$ cat src/rtl/fcvt_sched.sv
// Round-robin front end for a shared int<->float converter: registered issue,
// fixed-latency tag tracking, and a registered per-requester response.
module fcvt_sched #(
  parameter int NREQ    = 2,
  parameter int CVT_LAT = 0,
  parameter int TAGW    = 5
) (
  input  logic                 clk,
  input  logic                 rstn,
  input  logic [NREQ-1:0]      req_valid,
  output logic [NREQ-1:0]      req_ready,
  input  logic [NREQ-1:0]      req_op,
  input  logic [32*NREQ-1:0]   req_x,
  input  logic [TAGW*NREQ-1:0] req_tag,
  input  logic                 flush,
  output logic                 cvt_issue,
  output logic                 cvt_op,
  output logic [31:0]          cvt_x,
  input  logic [31:0]          cvt_y,
  output logic [NREQ-1:0]      rsp_valid,
  output logic [31:0]          rsp_y,
  output logic [TAGW-1:0]      rsp_tag,
  output logic                 idle
);

  localparam int IDW = $clog2(NREQ);

  logic [IDW-1:0]  r_ptr;
  logic [IDW-1:0]  w_gnt_idx;
  logic            w_gnt_any;
  int              w_idx;
  logic [NREQ-1:0] w_ready;
  logic            w_sel_op;
  logic [31:0]     w_sel_x;
  logic [TAGW-1:0] w_sel_tag;

  // Scan from r_ptr upward (mod NREQ); reset and flush suppress any grant.
  always_comb begin
    w_gnt_idx = '0;
    w_gnt_any = 1'b0;
    w_idx     = 0;
    for (int k = 0; k < NREQ; k++) begin
      w_idx = int'(r_ptr) + k;
      if (w_idx >= NREQ) w_idx = w_idx - NREQ;
      if (!w_gnt_any && req_valid[IDW'(w_idx)]) begin
        w_gnt_any = 1'b1;
        w_gnt_idx = IDW'(w_idx);
      end
    end
    if (flush || rstn) w_gnt_any = 1'b0;
  end

  always_comb begin
    w_ready   = '0;
    w_sel_op  = 1'b0;
    w_sel_x   = '0;
    w_sel_tag = '0;
    for (int i = 0; i < NREQ; i++) begin
      if (w_gnt_idx == IDW'(i)) begin
        w_ready[i] = w_gnt_any;
        w_sel_op   = req_op[i];
        w_sel_x    = req_x[32*i +: 32];
        w_sel_tag  = req_tag[TAGW*i +: TAGW];
      end
    end
  end

  assign req_ready = w_ready;

  logic            r_iss_vld;
  logic            r_iss_op;
  logic [31:0]     r_iss_x;
  logic [TAGW-1:0] r_iss_tag;
  logic [IDW-1:0]  r_iss_id;

  // Issue register; a grant already implies no flush this cycle.
  always_ff @(posedge clk or posedge rstn) begin
    if (rstn) begin
      r_ptr     <= '0;
      r_iss_vld <= 1'b0;
      r_iss_op  <= 1'b0;
      r_iss_x   <= '0;
      r_iss_tag <= '0;
      r_iss_id  <= '0;
    end else begin
      r_iss_vld <= w_gnt_any;
      if (w_gnt_any) begin
        r_ptr     <= (w_gnt_idx == IDW'(NREQ-1)) ? '0 : w_gnt_idx + 1'b1;
        r_iss_op  <= w_sel_op;
        r_iss_x   <= w_sel_x;
        r_iss_tag <= w_sel_tag;
        r_iss_id  <= w_gnt_idx;
      end
    end
  end

  assign cvt_issue = r_iss_vld;
  assign cvt_op    = r_iss_op;
  assign cvt_x     = r_iss_x;

  logic            w_tail_vld;
  logic [IDW-1:0]  w_tail_id;
  logic [TAGW-1:0] w_tail_tag;
  logic            w_pipe_any;

  generate
    if (CVT_LAT == 0) begin : g_nopipe
      assign w_tail_vld = r_iss_vld;
      assign w_tail_id  = r_iss_id;
      assign w_tail_tag = r_iss_tag;
      assign w_pipe_any = 1'b0;
    end else begin : g_pipe
      logic [CVT_LAT-1:0] r_pv;
      logic [IDW-1:0]     r_pid  [CVT_LAT];
      logic [TAGW-1:0]    r_ptag [CVT_LAT];

      // Tracking pipe mirrors the converter latency so the tail lines up with cvt_y.
      always_ff @(posedge clk or posedge rstn) begin
        if (rstn) begin
          r_pv <= '0;
          for (int s = 0; s < CVT_LAT; s++) begin
            r_pid[s]  <= '0;
            r_ptag[s] <= '0;
          end
        end else begin
          r_pv[0]   <= r_iss_vld & ~flush;
          r_pid[0]  <= r_iss_id;
          r_ptag[0] <= r_iss_tag;
          for (int s = 1; s < CVT_LAT; s++) begin
            r_pv[s]   <= r_pv[s-1] & ~flush;
            r_pid[s]  <= r_pid[s-1];
            r_ptag[s] <= r_ptag[s-1];
          end
        end
      end

      assign w_tail_vld = r_pv[CVT_LAT-1];
      assign w_tail_id  = r_pid[CVT_LAT-1];
      assign w_tail_tag = r_ptag[CVT_LAT-1];
      assign w_pipe_any = |r_pv;
    end
  endgenerate

  logic [NREQ-1:0] r_rsp_vld;
  logic [31:0]     r_rsp_y;
  logic [TAGW-1:0] r_rsp_tag;

  always_ff @(posedge clk or posedge rstn) begin
    if (rstn) begin
      r_rsp_vld <= '0;
      r_rsp_y   <= '0;
      r_rsp_tag <= '0;
    end else begin
      for (int i = 0; i < NREQ; i++)
        r_rsp_vld[i] <= w_tail_vld && !flush && (w_tail_id == IDW'(i));
      if (w_tail_vld) begin
        r_rsp_y   <= cvt_y;
        r_rsp_tag <= w_tail_tag;
      end
    end
  end

  assign rsp_valid = r_rsp_vld;
  assign rsp_y     = r_rsp_y;
  assign rsp_tag   = r_rsp_tag;
  assign idle      = ~(r_iss_vld | w_pipe_any | (|r_rsp_vld));

endmodule

$ cat config.mk
export PLATFORM = sky130hd
export DESIGN_NAME = fcvt_sched
export DESIGN_NICKNAME = d
export VERILOG_FILES = /design/src/rtl/fcvt_sched.sv
export SDC_FILE = /design/constraint.sdc
export NUM_CORES = 1
export LEC_CHECK = 0
export CORE_MARGIN = 5
export CORE_UTILIZATION = 42
export DETAILED_ROUTE_END_ITERATION = 8
export HOLD_SLACK_MARGIN = 0.02
export PLACE_DENSITY = 0.94
export RECOVER_POWER = 100
export SYNTH_ARGS = -nofsm -noshare
export SYNTH_HDL_FRONTEND = slang
export SYNTH_SLANG_ARGS = --single-unit
$ cat constraint.sdc
create_clock -name clk -period 5.4 [get_ports clk]
set_input_delay 1.08 -clock clk [delete_from_list [all_inputs] [get_ports clk]]
set_output_delay 1.08 -clock clk [all_outputs]
set_load 0.02 [all_outputs]
* Yosys cells after proc, flatten, opt, wreduce, memory -nomap -nowiden
Cells that the tools add are included.
** Word-level totals
- Register bits :: 80
- Output and inout port bits :: 76
** Operators by class
- Add/sub/neg operators :: 4
- Order comparisons :: 4
- Multiplexer cells :: 17
- Bitwise logic cells :: 3
- Reductions and logical operators :: 8
** Operator list (count)
- 2-to-1 mux 32 bit :: 1
- 2-to-1 mux 1 bit :: 15
- < comparator 1 x 3 -> 1 bit (second input constant) :: 2
- 2-to-1 mux 5 bit :: 1
- logical AND 1 bit :: 4
- adder 1 x 1 -> 2 bit (second input constant) :: 1
- greater-or-equal comparator 1 x 2 -> 1 bit (second input constant) :: 1
- greater-or-equal comparator 2 bit (second input constant) :: 1
- logical NOT 1 bit :: 2
- NOT 1 bit :: 2
- OR reduction 2 bit :: 1
- subtractor 1 bit (second input constant) :: 2
- adder 1 bit (second input constant) :: 1
- logical OR 1 bit :: 1
- OR 1 bit :: 1

* Depth between registers and ports, before layout
- Depth after elaboration :: 11
- Depth in mapped cells :: 4
- Mapped depth without buffers :: 2

* Worst setup path after synthesis
No wires, ideal clock.
- Path type :: input-to-output
- Start point :: input flush
- End point :: output req_ready[0]
- Arrival :: 1985 ps
- Data required time :: 4320 ps
- Path slack :: 2335 ps
- Stages :: 3
- Path buffers :: 1
- Cell sequence :: nor3b_4 > buf_6 > nor2b_1
** Between the ends
- Longest elaborated chain between the ends :: 3
** Ends and longest elaborated chain
- from (decl) :: line 15 : input logic flush,
- logical OR 1 bit :: line 50 : if (flush || rstn) w_gnt_any = 1'b0;
- 2-to-1 mux 1 bit :: line 50
- via w_gnt_any :: line 30 : logic w_gnt_any;
- 2-to-1 mux 1 bit :: line 59 : if (w_gnt_idx == IDW'(i)) begin
- to (decl) :: line 11 : output logic [NREQ-1:0] req_ready,
The timed path passes the listed nets, and every way through them passes these cells.

* Worst setup path after layout
- Start point :: input rstn
- End point :: output req_ready[0]
** Between the ends
- Longest elaborated chain between the ends :: 3
** Ends and longest elaborated chain
- from (decl) :: line 9 : input logic rstn,
- logical OR 1 bit :: line 50
- 2-to-1 mux 1 bit :: line 50
- 2-to-1 mux 1 bit :: line 59
Every way passes these cells.

==> metrics.csv <==
stage;metric;value;unit
outcome;outcome;complete, but fails checks;
outcome;violated checks;max-capacitance violations, max-slew violations;
global_route;initial antenna violation count;0;
route;Top Layer Used;met4;
clock_network;Clock transition at path regs;0.07;ns
placed_design;dpl cells;496;
clock_network;CTS Root Cell;clkbuf_8;
floorplanning;Die ar.;10300;um2
clock_network;clock latency on the worst-skew pair;0.33;ns
timing;period utilisation layout;72.4;%
global_route;grt ovf;0;
min_path;hold crit path type;flip-flop to flip-flop;
global_route;global-route wire length before repair;13300;um
placed_design;Placed Area;5410;um2
layout;area delta synth->final;59.3;%
power_and_ir_drop;Leak;2.30;nW
timing;Clock Skew;0.0118;ns
worst_setup_path;crit path kind;input port to output pin;
timing;post-route setup TNS;0;ns
timing;hold slack;0.479;ns
power_and_ir_drop;Max VDD drop;0.225;mV
logic_synthesis;synth warn;0;
logic_synthesis;Yosys reg bits;80;
worst_setup_path;Worst Path Arrival;2.83;ns
timing;Slew Viols, Final;121;
logic_synthesis;Synth cell types;14;
route;DRT Pass-1 Iters;3;
logic_synthesis;post-synthesis sequential area ratio;57.0;%
route;drc violations;0;
layout;n_diodes;0;
clock_network;# Post-CTS Setup Buffers;0;
layout;commonest non-fill, non-tap cell in the layout;clkdlybuf4s50_1;
route;Routed met3 length;758;um
layout;final net count;515;
power_and_ir_drop;Net Sw Power;0.765;mW
worst_setup_path;CP required;4.32;ns
layout;FILL cells;592;
route;Iteration-0 DRC Markers;33;
worst_setup_path;FF-to-FF setup slack;3.38;ns
clock_network;hold buffers post-CTS;0;
power_and_ir_drop;pwr dens;432;nW/um2
route;Via Count;2450;
placed_design;post-DP HPWL;6680;um
clock_network;CTS tree;built;
layout;Finished Layout Cells;512;
route;drt wl/cell;17.0;um
power_and_ir_drop;Int Power;1.65;mW
route;DR vias/cell;4.79;
worst_setup_path;Critical Path Source Type;input port;
logic_synthesis;syn_area_per_cell;16.3;um2
worst_setup_path;Crit Path Max Fanout;3;
power_and_ir_drop;total power;2.42;mW
timing;Period minus WS final;3.91;ns
timing;Worst-Margin Slew;2.19;ns
route;Detail Route Antenna Nets;0;
clock_network;CTS max path bufs;2;
route;Total Routed Length;8690;um
logic_synthesis;Synth Instances;215;
global_route;vias in the first global route;2724;
floorplanning;Die Width;101;um
route;met1 wire length;3120;um
logic_synthesis;Cell Area, Synth;3510;um2
global_route;gr usage total;16.7;%
timing;final hold violations;0;
timing;Final setup viols;0;
layout;Design Area, Final;5600;um2
worst_setup_path;Critical Path End Type;output pin;
layout;most frequent cells in the layout;clkdlybuf4s50_1, mux2_2, dfrtp_1;
placed_design;port bufs;187;
floorplanning;core area;8180;um2
clock_network;clk sinks;80;
route;met2 WL;4740;um
power_and_ir_drop;switching portion of total power;31.6;%
layout;layout cells sized above 1;30.2;%
floorplanning;IO Pins;189;
clock_network;post-cts sizing count;0;
power_and_ir_drop;Gate power share;39.2;%
timing;Slew headroom;-46.0;%
logic_synthesis;syn nets;328;
floorplanning;Die H;101;um
flow_run;max-cap check violation count;3;
placed_design;routability cong.;0.702;
clock_network;CTS buffer count;9;
clock_network;H-tree levels;3;
timing;RSZ-0062 raised after global routing;false;
timing;Max Freq;256;MHz
floorplanning;Initial Utilization;43.0;%
global_route;largest net degree at the start of global routing;46;
power_and_ir_drop;Seq pwr share;39.1;%
floorplanning;Rows;33;
power_and_ir_drop;clock power share;21.7;%
cell type report:
class / count / area [um2] / area share, %
inverters: 1 / 5.00 / 0.0894
multi-input cells: 121 / 1340 / 23.8
clock buffers: 11 / 141 / 2.52
flip-flops and latches: 80 / 2000 / 35.8
well taps: 105 / 131 / 2.35
clock inverters: 5 / 104 / 1.85
repair buffers: 189 / 1880 / 33.6
Yosys cell counts:
master / number / area share (%)
mux2_2: 104 / 33
dfrtp_1: 80 / 57
mux2_4: 10 / 4.3
buf_6: 8 / 2.6
buf_2: 4 / 0.57
and2_1: 1 / 0.18
and3b_2: 1 / 0.28
buf_8: 1 / 0.43
inv_1: 1 / 0.11
nor2b_1: 1 / 0.18
nor3_1: 1 / 0.14
nor3b_1: 1 / 0.21
nor3b_4: 1 / 0.53
xor2_1: 1 / 0.25
power groups by stage:
stage / Sequential (mW) / Combinational, mW / Clock [mW]
after floorplan: 1.11 / 0.418 / 0
after CTS: 0.962 / 1.06 / 0.540
after detailed placement: 0.972 / 1.05 / 0
after global routing: 0.981 / 1.00 / 0.567
final: 0.944 / 0.949 / 0.525
after global placement: 0.949 / 1.04 / 0
cells by family after synthesis:
family | synth area share, %
multiplexers | 37.6
XOR/XNOR | 0.249
flip-flops | 57.0
buffers and inverters | 3.67
AND/OR/NAND/NOR | 1.53
flip-flops by register name, summed over array words and instances, names as in the netlist:
signal	cells
rsp_tag	5
cvt_issue	1
rsp_y	32
r_ptr	1
cvt_op	1
r_iss_id	1
cvt_x	32
rsp_valid	2
r_iss_tag	5
routing by layer:
| layer | GRT usage, % | up-vias |
|---|---|---|
| met5 | 0 | - |
| met4 | 5.42 | 0 |
| met3 | 4.89 | 9 |
| met2 | 31.1 | 111 |
| met1 | 18.2 | 1187 |
| li1 | - | 1143 |
path summary, 6_finish.rpt:
path / start / to / cells past startpoint
worst max-delay path: rstn / req_ready[0] / 4
worst min-delay path: r_iss_id / rsp_valid[0] / 1
worst max register to register: cvt_issue / rsp_y[29] / 1
worst min register to register: r_iss_id / rsp_valid[0] / 1
max in group asynchronous: rstn / rsp_valid[0] / 3
min in group asynchronous: rstn / cvt_x[0] / 2
stage by stage:
stage / utilization (%) / setup WS [ns]
2_1_floorplan: - / 2.27
3_3_place_gp: 66.2 / 1.73
3_5_place_dp: 66.2 / 1.68
4_1_cts: 69.2 / 1.68
5_1_grt: 68.5 / 1.35
6_report: 68.5 / 1.49
worst max-delay path: stages:
cell,delay (ns)
dlygate4sd3_1,0.57
nor3b_1,0.28
nor2b_1,0.19
dlygate4sd3_1,0.71
Note: power is estimated with default switching activity, not from simulation.
